<file path="src/rtl/uart_bfm_core_if.sv">
// Byte-level handshake bundle between a bench sequencer and uart_bfm_core.
// master: the sequencer side, which injects TX bytes and observes RX bytes.
// slave:  the UART core side.
interface uart_bfm_core_if;
  logic [7:0] tx_data;
  logic       tx_valid;
  logic       tx_ready;
  logic [7:0] rx_data;
  logic       rx_valid;
  logic       rx_frame_err;

  modport master (
    output tx_data, tx_valid,
    input  tx_ready, rx_data, rx_valid, rx_frame_err
  );

  modport slave (
    input  tx_data, tx_valid,
    output tx_ready, rx_data, rx_valid, rx_frame_err
  );
endinterface

</file>
<file path="src/rtl/uart_bfm_core.sv">
// Board-level UART partner model: 8N1, LSB first, full duplex.
// The transmitter drives uart_tx from the byte handshake.
// The receiver decodes uart_rx into rx_data and emits rx_valid / rx_frame_err pulses.
// The optional macro UART_BFM_LOOPBACK_EN adds a one-entry echo register.
// Every good received byte is placed in it and retransmitted before any new tx_valid byte.
module uart_bfm_core #(
  parameter int CLKS_PER_BIT = 694
) (
  input  logic           clk,
  input  logic           rst_n,
  input  logic           uart_rx,
  output logic           uart_tx,
  uart_bfm_core_if.slave bus
);

  localparam int W = $clog2(CLKS_PER_BIT) + 1;
  localparam logic [W-1:0] BIT_LAST  = W'(CLKS_PER_BIT - 1);
  localparam logic [W-1:0] HALF_LAST = W'(CLKS_PER_BIT / 2 - 1);
  localparam logic [W-1:0] CNT_ONE   = W'(1);

  typedef enum logic [1:0] {TX_IDLE, TX_START, TX_DATA, TX_STOP} tx_state_t;
  typedef enum logic [2:0] {RX_IDLE, RX_START, RX_DATA, RX_STOP, RX_WAIT_IDLE} rx_state_t;

  tx_state_t    tx_state;
  logic [W-1:0] tx_cnt;
  logic [2:0]   tx_bit;
  logic [7:0]   tx_shift;
  logic         tx_load;
  logic [7:0]   tx_load_data;

  rx_state_t    rx_state;
  logic [W-1:0] rx_cnt;
  logic [2:0]   rx_bit;
  logic [7:0]   rx_shift;
  logic         rx_meta;
  logic         rx_sync;
  logic         rx_prev;

`ifdef UART_BFM_LOOPBACK_EN
  logic       echo_full;
  logic [7:0] echo_data;
  logic       echo_take;
  logic       rx_good;

  assign echo_take     = (tx_state == TX_IDLE) && echo_full;
  assign rx_good       = (rx_state == RX_STOP) && (rx_cnt == BIT_LAST) && rx_sync;
  assign bus.tx_ready  = (tx_state == TX_IDLE) && !echo_full;

  // Select the next TX byte: a pending echo wins over the handshake port.
  always_comb begin
    // NOTE: every always_comb output gets a default first so no path leaves it unassigned (no latch).
    tx_load      = 1'b0;
    tx_load_data = bus.tx_data;
    if (echo_take) begin
      tx_load      = 1'b1;
      tx_load_data = echo_data;
    end else if (bus.tx_valid && bus.tx_ready) begin
      tx_load      = 1'b1;
    end
  end

  // Echo register: a new good byte overwrites; TX pickup empties it.
  always_ff @(posedge clk) begin
    if (!rst_n) begin
      echo_full <= 1'b0;
      echo_data <= 8'h00;
    end else if (rx_good) begin
      echo_full <= 1'b1;
      echo_data <= rx_shift;
    end else if (echo_take) begin
      echo_full <= 1'b0;
    end
  end
`else
  assign bus.tx_ready  = (tx_state == TX_IDLE);
  assign tx_load       = bus.tx_valid && bus.tx_ready;
  assign tx_load_data  = bus.tx_data;
`endif

  // TX FSM: serializes start, 8 data bits LSB first, stop; uart_tx is registered.
  always_ff @(posedge clk) begin
    // NOTE: sequential state uses non-blocking assignments so every flop sees pre-edge values.
    if (!rst_n) begin
      tx_state <= TX_IDLE;
      uart_tx  <= 1'b1;
      tx_cnt   <= '0;
      tx_bit   <= '0;
      tx_shift <= '0;
    end else begin
      case (tx_state)
        TX_IDLE: begin
          tx_cnt <= '0;
          tx_bit <= '0;
          if (tx_load) begin
            tx_shift <= tx_load_data;
            uart_tx  <= 1'b0;
            tx_state <= TX_START;
          end
        end
        TX_START: begin
          if (tx_cnt == BIT_LAST) begin
            tx_cnt   <= '0;
            uart_tx  <= tx_shift[0];
            tx_state <= TX_DATA;
          end else begin
            tx_cnt <= tx_cnt + CNT_ONE;
          end
        end
        TX_DATA: begin
          if (tx_cnt == BIT_LAST) begin
            tx_cnt   <= '0;
            tx_bit   <= tx_bit + 3'd1;
            tx_shift <= {1'b0, tx_shift[7:1]};
            if (tx_bit == 3'd7) begin
              uart_tx  <= 1'b1;
              tx_state <= TX_STOP;
            end else begin
              uart_tx <= tx_shift[1];
            end
          end else begin
            tx_cnt <= tx_cnt + CNT_ONE;
          end
        end
        TX_STOP: begin
          if (tx_cnt == BIT_LAST) begin
            tx_cnt   <= '0;
            tx_state <= TX_IDLE;
          end else begin
            tx_cnt <= tx_cnt + CNT_ONE;
          end
        end
        default: tx_state <= TX_IDLE;
      endcase
    end
  end

  // Two-flop synchronizer plus a delayed copy for falling-edge detection.
  always_ff @(posedge clk) begin
    if (!rst_n) begin
      rx_meta <= 1'b1;
      rx_sync <= 1'b1;
      rx_prev <= 1'b1;
    end else begin
      rx_meta <= uart_rx;
      rx_sync <= rx_meta;
      rx_prev <= rx_sync;
    end
  end

  // RX FSM: half-bit start qualification, then mid-bit sampling of data and stop.
  always_ff @(posedge clk) begin
    if (!rst_n) begin
      rx_state         <= RX_IDLE;
      rx_cnt           <= '0;
      rx_bit           <= '0;
      rx_shift         <= '0;
      bus.rx_data      <= 8'h00;
      bus.rx_valid     <= 1'b0;
      bus.rx_frame_err <= 1'b0;
    end else begin
      bus.rx_valid     <= 1'b0;
      bus.rx_frame_err <= 1'b0;
      case (rx_state)
        RX_IDLE: begin
          rx_cnt <= '0;
          rx_bit <= '0;
          if (rx_prev && !rx_sync) rx_state <= RX_START;
        end
        RX_START: begin
          if (rx_cnt == HALF_LAST) begin
            rx_cnt   <= '0;
            rx_state <= rx_sync ? RX_IDLE : RX_DATA;
          end else begin
            rx_cnt <= rx_cnt + CNT_ONE;
          end
        end
        RX_DATA: begin
          if (rx_cnt == BIT_LAST) begin
            rx_cnt   <= '0;
            rx_shift <= {rx_sync, rx_shift[7:1]};
            rx_bit   <= rx_bit + 3'd1;
            if (rx_bit == 3'd7) rx_state <= RX_STOP;
          end else begin
            rx_cnt <= rx_cnt + CNT_ONE;
          end
        end
        RX_STOP: begin
          if (rx_cnt == BIT_LAST) begin
            rx_cnt <= '0;
            if (rx_sync) begin
              bus.rx_data  <= rx_shift;
              bus.rx_valid <= 1'b1;
              rx_state     <= RX_IDLE;
            end else begin
              bus.rx_frame_err <= 1'b1;
              rx_state         <= RX_WAIT_IDLE;
            end
          end else begin
            rx_cnt <= rx_cnt + CNT_ONE;
          end
        end
        RX_WAIT_IDLE: begin
          if (rx_sync) rx_state <= RX_IDLE;
        end
        default: rx_state <= RX_IDLE;
      endcase
    end
  end

endmodule

</file>
<file path="src/flat_wrapper.sv">
// flat-port wrapper written by rule: the top's interface ports become plain ports
module uart_bfm_core_flat 
#(
  parameter int CLKS_PER_BIT = 694
)
  (clk, rst_n, uart_rx, uart_tx, bus_tx_data, bus_tx_valid, bus_tx_ready, bus_rx_data, bus_rx_valid, bus_rx_frame_err);
  uart_bfm_core_if bus_i ();
  input  logic clk;
  input  logic rst_n;
  input  logic uart_rx;
  output logic uart_tx;
  input wire logic [$bits(bus_i.tx_data)-1:0] bus_tx_data;
  input wire logic [$bits(bus_i.tx_valid)-1:0] bus_tx_valid;
  output wire logic [$bits(bus_i.tx_ready)-1:0] bus_tx_ready;
  output wire logic [$bits(bus_i.rx_data)-1:0] bus_rx_data;
  output wire logic [$bits(bus_i.rx_valid)-1:0] bus_rx_valid;
  output wire logic [$bits(bus_i.rx_frame_err)-1:0] bus_rx_frame_err;
  assign bus_i.tx_data = bus_tx_data;
  assign bus_i.tx_valid = bus_tx_valid;
  assign bus_tx_ready = bus_i.tx_ready;
  assign bus_rx_data = bus_i.rx_data;
  assign bus_rx_valid = bus_i.rx_valid;
  assign bus_rx_frame_err = bus_i.rx_frame_err;
  uart_bfm_core #(.CLKS_PER_BIT(CLKS_PER_BIT)) u_core (.clk(clk), .rst_n(rst_n), .uart_rx(uart_rx), .uart_tx(uart_tx), .bus(bus_i));
endmodule
</file>
<file path="config.mk">
export PLATFORM = sky130hd
export DESIGN_NAME = uart_bfm_core_flat
export DESIGN_NICKNAME = d
export VERILOG_FILES = /design/src/rtl/uart_bfm_core_if.sv /design/src/rtl/uart_bfm_core.sv /design/src/flat_wrapper.sv
export SDC_FILE = /design/constraint.sdc
export NUM_CORES = 1
export LEC_CHECK = 0
export ABC_CLOCK_PERIOD_IN_PS = 2000
export BUFFER_PORTS_ARGS = -buffer_cell sky130_fd_sc_hd__buf_4
export CAP_MARGIN = 20
export CORE_MARGIN = 2
export CORE_UTILIZATION = 45
export DETAILED_ROUTE_END_ITERATION = 7
export PLACE_DENSITY = 0.73
export SYNTH_ARGS = -nofsm -noshare
export SYNTH_HDL_FRONTEND = slang
export SYNTH_SLANG_ARGS = --single-unit
</file>
<file path="constraint.sdc">
create_clock -name clk -period 2 [get_ports clk]
set_clock_uncertainty 0.15 [all_clocks]
set_input_delay 0.3 -clock clk [delete_from_list [all_inputs] [get_ports clk]]
set_output_delay 0.3 -clock clk [all_outputs]
set_load 0.03 [all_outputs]
</file>
Word-level counts from Yosys, hierarchy flattened
Cells that the tools add are included.
W data, S select, Z words.
Storage, ports and cells
  word-level logic and storage cells: 96
  output and inout bits: 12
  flip-flop bits (word level): 63
  input port bits: 12
Operators by class
  $add $sub $neg: 4
  mux-type cells: 34
  reductions and logical operators: 20
  eq/ne operators: 23
Operators with widths (count)
  $mux W11: 3
  $pmux W11 S3: 1
  $mux W3: 9
  $add A11 B1 Y11 const B: 2
  $eq A11 B10 Y1 const B: 2
  $pmux W11 S2: 1
  $ne A2 B1 Y1 const B: 10
  $mux W8: 2
  $pmux W8 S2: 1
  $pmux W3 S5: 1
  $mux W2: 6
  $pmux W3 S2: 2
  $eq A11 B9 Y1 const B: 1
  $eq A3 B3 Y1 const B: 3
  $reduce_and A3 Y1: 3
  $pmux W2 S4: 1
  $add A3 B1 Y3 const B: 2
  $eq A3 B2 Y1 const B: 2
  $mux W1: 6
  $reduce_and A2 Y1: 3
  $reduce_and A6 Y1: 1
  $reduce_bool A3 Y1: 2
  $reduce_and A5 Y1: 1
  $eq A2 B2 Y1 const B: 2
  other kinds (12): 14

Longest topological paths before layout
Gate-level depths: netlist of the first run.
  depth in word-level cells: 4
  gate-level depth with buffers: 7
  depth with buffers taken out: 6

Worst setup path after synthesis of the first run
Ideal clock, no wire load.
  kind: register -> register
  start point: register u_core.tx_state[0]
  end point: register u_core.uart_tx
  path slack: -0.082 ns
  path buffers: 2
  stages on the path, launching flop included: 8
  data required time: 1.728 ns
  period minus slack after synthesis: 2.082 ns
  library setup time: 0.122 ns
  arrival time: 1.810 ns
  cell sequence: dfxtp_1 inv_1 ha_1 nor2b_1 clkbuf_1 clkbuf_1 nor3_1 a311o_1
On the way
  cells in the longest elaborated chain, start to end: 4
  elaborated cells on any way between the ends: 10
  classes of those cells: eq/ne (5); mux (1); reduce/logical (4)
Ends and longest elaborated chain
  start, declared: RTL line uart_bfm_core.sv:24  | tx_state_t tx_state;
  start signal, assigned: RTL line uart_bfm_core.sv:84  | tx_state <= TX_IDLE;
  start signal, assigned: RTL line uart_bfm_core.sv:97  | tx_state <= TX_START;
  start signal, assigned: RTL line uart_bfm_core.sv:104  | tx_state <= TX_DATA;
  $logic_not A2 Y1 *: RTL line uart_bfm_core.sv:75  | assign bus.tx_ready = (tx_state == TX_IDLE);
  via bus_tx_ready: RTL line flat_wrapper.sv:14  | output wire logic [$bits(bus_i.tx_ready)-1:0] bus_tx_ready;
  $logic_and A1 B1 Y1: RTL line uart_bfm_core.sv:76  | assign tx_load = bus.tx_valid && bus.tx_ready;
  $ne A2 B2 Y1 (no source line)
  $reduce_and A4 Y1 (no source line)
  end signal, assigned: RTL line uart_bfm_core.sv:103  | uart_tx <= tx_shift[0];
  end signal, assigned: RTL line uart_bfm_core.sv:118  | uart_tx <= tx_shift[1];
  end, declared: RTL line uart_bfm_core.sv:12  | output logic uart_tx,
The timed path passes the listed nets; every way through them passes the cells marked *.
A chain may end at the register's enable or synchronous reset.

Worst setup path after layout of the first run
  start point: register u_core.rx_cnt[10]
  end point: register u_core.bus.rx_data[1]
On the way
  cells in the longest elaborated chain, start to end: 2
Ends and longest elaborated chain
  start, declared: RTL line uart_bfm_core.sv:32  | logic [W-1:0] rx_cnt;
  start signal, assigned: RTL line uart_bfm_core.sv:174  | rx_cnt <= rx_cnt + CNT_ONE;
  start signal, assigned: RTL line uart_bfm_core.sv:184  | rx_cnt <= rx_cnt + CNT_ONE;
  start signal, assigned: RTL line uart_bfm_core.sv:199  | rx_cnt <= rx_cnt + CNT_ONE;
  $eq A11 B10 Y1: RTL line uart_bfm_core.sv:188  | if (rx_cnt == BIT_LAST) begin
  $reduce_and A3 Y1 (no source line)
  end signal, assigned: RTL line uart_bfm_core.sv:191  | bus.rx_data <= rx_shift;
  end, declared: RTL line uart_bfm_core_if.sv:19  | output tx_ready, rx_data, rx_valid, rx_frame_err
Every way passes these cells.

==> results of run 1 <==
[logic make-up (layout without fill, tap and decap cells)]
logic type / Yosys count / in the layout
xor gates and xnor gates: 11 / 11
DFF: 63 / 63
muxes: 26 / 26
buffers and inverters: 25 / 73
AOI/OAI and AO/OA: 61 / 61
adders and majority gates: 14 / 14
and+or+nand+nor: 123 / 123
[metrics by stage]
| step | setup TNS, ns | setup slack [ns] |
|---|---|---|
| 2_1_floorplan | 0 | 0.01049 |
| 3_3_place_gp | 0 | 0.09735 |
| 3_5_place_dp | 0 | 0.03864 |
| 4_1_cts | 0 | 0.03184 |
| 5_1_grt | -0.001295 | -0.001295 |
| 6_report | 0 | 0.06634 |
[cell usage after synthesis (all sizes together), types with 2 or more instances]
master   instances
dfxtp           63
a311o            2
nor3            11
clkbuf          12
or4              3
and2             5
nand2b           5
o21ai           11
and4             3
o31a             4
o21a             3
nor4             5
xor2             8
inv              7
nand4            4
o31ai            3
nor4b            3
nand4b           3
xnor2            3
a21oi           21
nor2            34
o311a            2
a22oi            2
nand3            6
mux2i           25
or3              7
buf              6
o22ai            7
nor2b            6
ha              14
nand2           19
nand4bb          2
[layer usage]
layer / vias up / share of wire (%)
met5: - / 0
met4: 0 / 1.6
met3: 11 / 4.4
met2: 54 / 47
met1: 1160 / 47
li1: 1252 / -
[flip-flops by register name (all words and copies together), names as in the netlist]
register,flops
u_core.rx_shift,8
u_core.rx_meta,1
u_core.tx_cnt,11
u_core.bus.rx_data,8
u_core.tx_state,2
u_core.bus.rx_frame_err,1
u_core.rx_bit,3
u_core.rx_state,3
u_core.tx_bit,3
u_core.rx_sync,1
u_core.uart_tx,1
u_core.bus.rx_valid,1
u_core.rx_prev,1
u_core.tx_shift,8
u_core.rx_cnt,11
[worst register-to-register path, delay by kind of cell, from the launching register on]
family	cells	cell delay (ns)
flip-flops	1	0.33
AND/OR/NAND/NOR	3	0.63
buffers and inverters	2	0.53
multiplexers	1	0.20
[where the power goes]
part	total, mW	internal, mW	switching (mW)
registers	1.42	1.36	0.0620
clock network	1.35	0.857	0.492
logic	0.640	0.293	0.348
[repair_timing]
action / in CTS / in global routing
hold buffers: 1 / 0
setup buffers: 0 / 3
endpoints found under the hold margin: 1 / 0
endpoints found under the setup margin: 0 / 16
resized for setup: 0 / 12
[how the worst min path moves through the flow]
| stage | startpoint | cells after the start | endpoint |
|---|---|---|---|
| after floorplan | u_core.rx_meta$_SDFF_PN1_ | 1 | u_core.rx_sync$_SDFF_PN1_ |
| after global placement | u_core.rx_meta$_SDFF_PN1_ | 1 | u_core.rx_sync$_SDFF_PN1_ |
| after detailed placement | u_core.rx_meta$_SDFF_PN1_ | 1 | u_core.rx_sync$_SDFF_PN1_ |
| after CTS | rst_n | 2 | u_core.rx_prev$_SDFF_PN1_ |
| after global routing | rst_n | 2 | u_core.rx_meta$_SDFF_PN1_ |
| final | rst_n | 2 | u_core.rx_meta$_SDFF_PN1_ |
[cell type report]
class	count	area share [%]
Multi-Input combinational cell	235	45.06
Sequential cell	63	34.20
Timing Repair Buffer	50	10.83
Clock buffer	10	3.710
Clock inverter	6	2.900
Tap cell	77	2.597
Inverter	7	0.7083
==> results.cfg, run 1 <==
[setup_path]
cp-start-kind = flop
cp.buffers_inverters = 2
crit_required_ns = 2.07
path_depth = 6
path_cells = nand4bb_2 > buf_4 > nor4_4 > clkdlybuf4s15_2 > mux2i_1 > nor2_1
crit_path_max_incr_delay_ns = 0.33
end_kind = flop
path_class = reg2reg
reg2reg_depth = 6
r2r_end = u_core.bus.rx_data[1]$_SDFFE_PN0P_
crit_arrival_ns = 2.01
worst-path-max-fanout = 5
crit_path_top_delay_cell = dfxtp_1
endpoint = u_core.bus.rx_data[1]$_SDFFE_PN0P_
startpoint = u_core.rx_cnt[10]$_SDFFE_PN0P_
r2r-start = u_core.rx_cnt[10]$_SDFFE_PN0P_
r2r_slack_ns = 0.07
crit_family = simple AND/OR/NAND/NOR gates

[grt]
grt_pass1_wl_um = 10650
gr-total-overflow = 0
grtUsageMet2_pct = 28.48
grt_pass1_vias = 2372
use_met1_pct = 22.78
antenna_found_initial = 0
grt_usage_pct = 17.75
busiest_layer = met2
met3_usage_pct = 4.909
grt_max_degree = 21

[detailed_routing]
drt_iter0_markers = 120
via_count = 2477
wirelength_um = 6251
ant_nets = 0
wl_per_cell_um = 13.95
detail_route.first_pass.iterations = 5
vias_per_cell = 5.529
drcViolationCount = 0

[flow_run]
maxCapViolations = 0

[timing]
slew_viol_final = 0
hold_slack_ns = 0.08692
fin_crit_sh_pct = 96.68
slew_headroom_pct = 70.87
fin_crit_ns = 1.934
max_freq_mhz = 517.2
final-setup-viol-count = 0
worst_pin_slew_ns = 0.4370
hold_violations = 0

[cts]
cts-htree-levels = 3
clock_latency_ns = 0.33
clk_path_buf_depth = 2
cts_tree = yes
root_buffer = clkbuf_8
cts_sinks = 63
clk_pin_slew_ns = 0.07
numCtsBuffers = 9

[placed_design]
routabilityCongestion = 0.7676
port_buffers = 23
place_inst = 427
place_area_um2 = 3378
dp_hpwl_um = 4235

[yosys]
synth-simple-area-share_pct = 23.82
synthArstFlopShare_pct = 0
yosysTopAreaCellShare_pct = 42.05
syn_avg_cell_area_um2 = 9.285
synth-seq-area-share_pct = 42.05
ys.flop_type = dfxtp_1
synth_xor_area_share_pct = 3.212
ys_seq_elements = 63
synth_area_leaders = dfxtp_1, mux2i_1, ha_1, nor2_1, a21oi_1
synthCells = 323
synth_area_leader_cell = dfxtp_1
synth_top_family_by_area = simple AND/OR/NAND/NOR gates
synth_fa_ha_area_share_pct = 5.841
synth_edf_count = 0
synthMuxAreaShare_pct = 8.719
synth.distinct_cells = 55
synthesis.nets = 349
ys_warn_count = 0
synth_compound_area_share_pct = 12.93
netlist_area_um2 = 2999

[cells_and_area]
final_cell_mix = dfxtp_1, buf_4, nor2_1
final_util_pct = 58.09
area_growth_syn_to_layout_pct = 23.70
seq_area_um2 = 1269
diodes = 0
multi_input_area_um2 = 1672
postLayoutCellArea_um2 = 3710
fill_cells = 538
final_common_cell = dfxtp_1
fin_nets = 392
drive_gt1_share_pct = 22.10
instances_no_fill = 448

[hold_path]
hp-class = in2reg

[power_and_ir_drop]
max-vdd-ir-drop_mv = 0.7986
power_density_nw_per_um2 = 919.2
p_leak_nw = 1.472
p_total_mw = 3.410

[floorplanning]
dieArea_um2 = 7333
initial_utilization_pct = 46.96
die_h_um = 85.64
ios = 24
core_area_um2 = 6386
die_w_um = 85.64
rows = 29

[outcome]
status = completed
(Power assumes the default switching activity.)
==> inputs of run 2 (changes only) <==
Settings changed: CORE_UTILIZATION 45 to 53, PLACE_DENSITY 0.73 to 0.83.
==> results.cfg, run 2 (synthesis gave the netlist of run 1 again) <==
[detailed_routing]
wl_per_cell_um = 14.50
vias_per_cell = 5.684
detail_route.first_pass.iterations = 4
ant_nets = 0
drcViolationCount = 0
wirelength_um = 6422
via_count = 2518
drt_iter0_markers = 117

[timing]
fin_crit_sh_pct = 96.64
slew_viol_final = 0
tns_ns = 0
fin_crit_ns = 1.933
hold_violations = 0
worst_pin_slew_ns = 0.4163
rsz0062_at_grt = false
max_freq_mhz = 517.4
final-setup-viol-count = 0
slew_headroom_pct = 72.25

[cts]
cts_tree = yes
root_buffer = clkbuf_8
clk_pin_slew_ns = 0.07
cts-htree-levels = 3
cts_setup_buffers = 0
cts_sinks = 63
clock_latency_ns = 0.34
clk_path_buf_depth = 2
numCtsBuffers = 9

[cells_and_area]
final_cell_mix = dfxtp_1, buf_4, nor2_1
area_growth_syn_to_layout_pct = 21.69
final_common_cell = dfxtp_1
fin_nets = 392
fill_cells = 447
diodes = 0
instances_no_fill = 443
reg.largest.list = u_core.rx_cnt (11), u_core.tx_cnt (11)
drive_gt1_share_pct = 22.64
postLayoutCellArea_um2 = 3650
multi_input_area_um2 = 1702
seq_area_um2 = 1264
final_util_pct = 66.69

[outcome]
status = completed

[floorplanning]
die_h_um = 79.23
core_area_um2 = 5473
initial_utilization_pct = 54.80
rows = 27
dieArea_um2 = 6277
die_w_um = 79.23
ios = 24

[placed_design]
port_buffers = 23
place_inst = 426
dp_hpwl_um = 4502
routabilityCongestion = 0.7885
place_area_um2 = 3415

[power_and_ir_drop]
p_total_mw = 2.999
power_density_nw_per_um2 = 821.6
max-vdd-ir-drop_mv = 0.5672
p_leak_nw = 1.420

[setup_path]
reg2reg_depth = 4
startpoint = u_core.rx_cnt[10]$_SDFFE_PN0P_
crit_arrival_ns = 2.01
r2r_end = u_core.rx_state[2]$_SDFFE_PN0P_
path_class = reg2reg
crit_family = simple AND/OR/NAND/NOR gates
path_depth = 4
cp.buffers_inverters = 0
crit_path_max_incr_delay_ns = 0.53
end_kind = flop
cp-start-kind = flop
crit_path_top_delay_cell = or4b_1
worst-path-max-fanout = 3
r2r_slack_ns = 0.07
endpoint = u_core.rx_state[2]$_SDFFE_PN0P_
r2r-start = u_core.rx_cnt[10]$_SDFFE_PN0P_
crit_required_ns = 2.08
path_cells = or4b_1 > o311a_1 > nor3_2 > mux2_1

[grt]
grt_usage_pct = 21.72
grt_max_degree = 20
grt_pass1_wl_um = 10700
antenna_found_initial = 0
gr-total-overflow = 0
grt_pass1_vias = 2376

[hold_path]
hp-class = in2reg

[flow_run]
maxCapViolations = 0
run 2: per-stage QoR:
stage,hold slack (ns),worst slack (ns)
6_report,0.05946,0.06718
5_1_grt,0.05202,0.0003118
4_1_cts,0.04560,0.03646
3_5_place_dp,0.2468,0.05580
3_3_place_gp,0.2399,0.09585
2_1_floorplan,0.2363,0.01049
run 2: power by group:
group / internal (mW) / switching [mW] / total (mW)
Sequential: 1.36 / 0.0622 / 1.42
Clock: 0.442 / 0.493 / 0.935
Combinational: 0.288 / 0.356 / 0.644
Total: 2.09 / 0.911 / 3.00
run 2: routing by layer:
layer  global-route usage (%)  vias to the layer above  wire (um)
li1                         -                     1252          -
met1                    25.34                     1230       2809
met2                    37.71                       26       3338
met3                    5.909                       10        173
met4                    8.621                        0        101
met5                        0                        -          0
run 2: worst min-delay path by stage:
stage / start / endpoint / cells after the start
final: rst_n / u_core.rx_prev$_SDFF_PN1_ / 2
after global routing: rst_n / u_core.rx_prev$_SDFF_PN1_ / 2
after CTS: rst_n / u_core.rx_prev$_SDFF_PN1_ / 2
after detailed placement: u_core.rx_meta$_SDFF_PN1_ / u_core.rx_sync$_SDFF_PN1_ / 1
after global placement: u_core.rx_meta$_SDFF_PN1_ / u_core.rx_sync$_SDFF_PN1_ / 1
after floorplan: u_core.rx_meta$_SDFF_PN1_ / u_core.rx_sync$_SDFF_PN1_ / 1
run 2: final cells by class:
class,count,share of cell area [%]
multi-input cells,235,46.62
flip-flops and latches,63,34.62
repair buffers,50,11.04
clock buffers,10,3.497
well taps,72,2.468
clock inverters,6,1.028
inverters,7,0.7199
run 2: repair_timing:
action / in CTS / in global routing
gates resized for setup: 0 / 12
setup endpoints to repair: 0 / 13
endpoints found under the hold margin: 1 / 0
hold buffers: 1 / 0
run 2: worst register-to-register path: stages, from the launching register on:
cell	delay [ns]
dfxtp_1	0.33
or4b_1	0.54
o311a_1	0.33
nor3_2	0.14
mux2_1	0.34
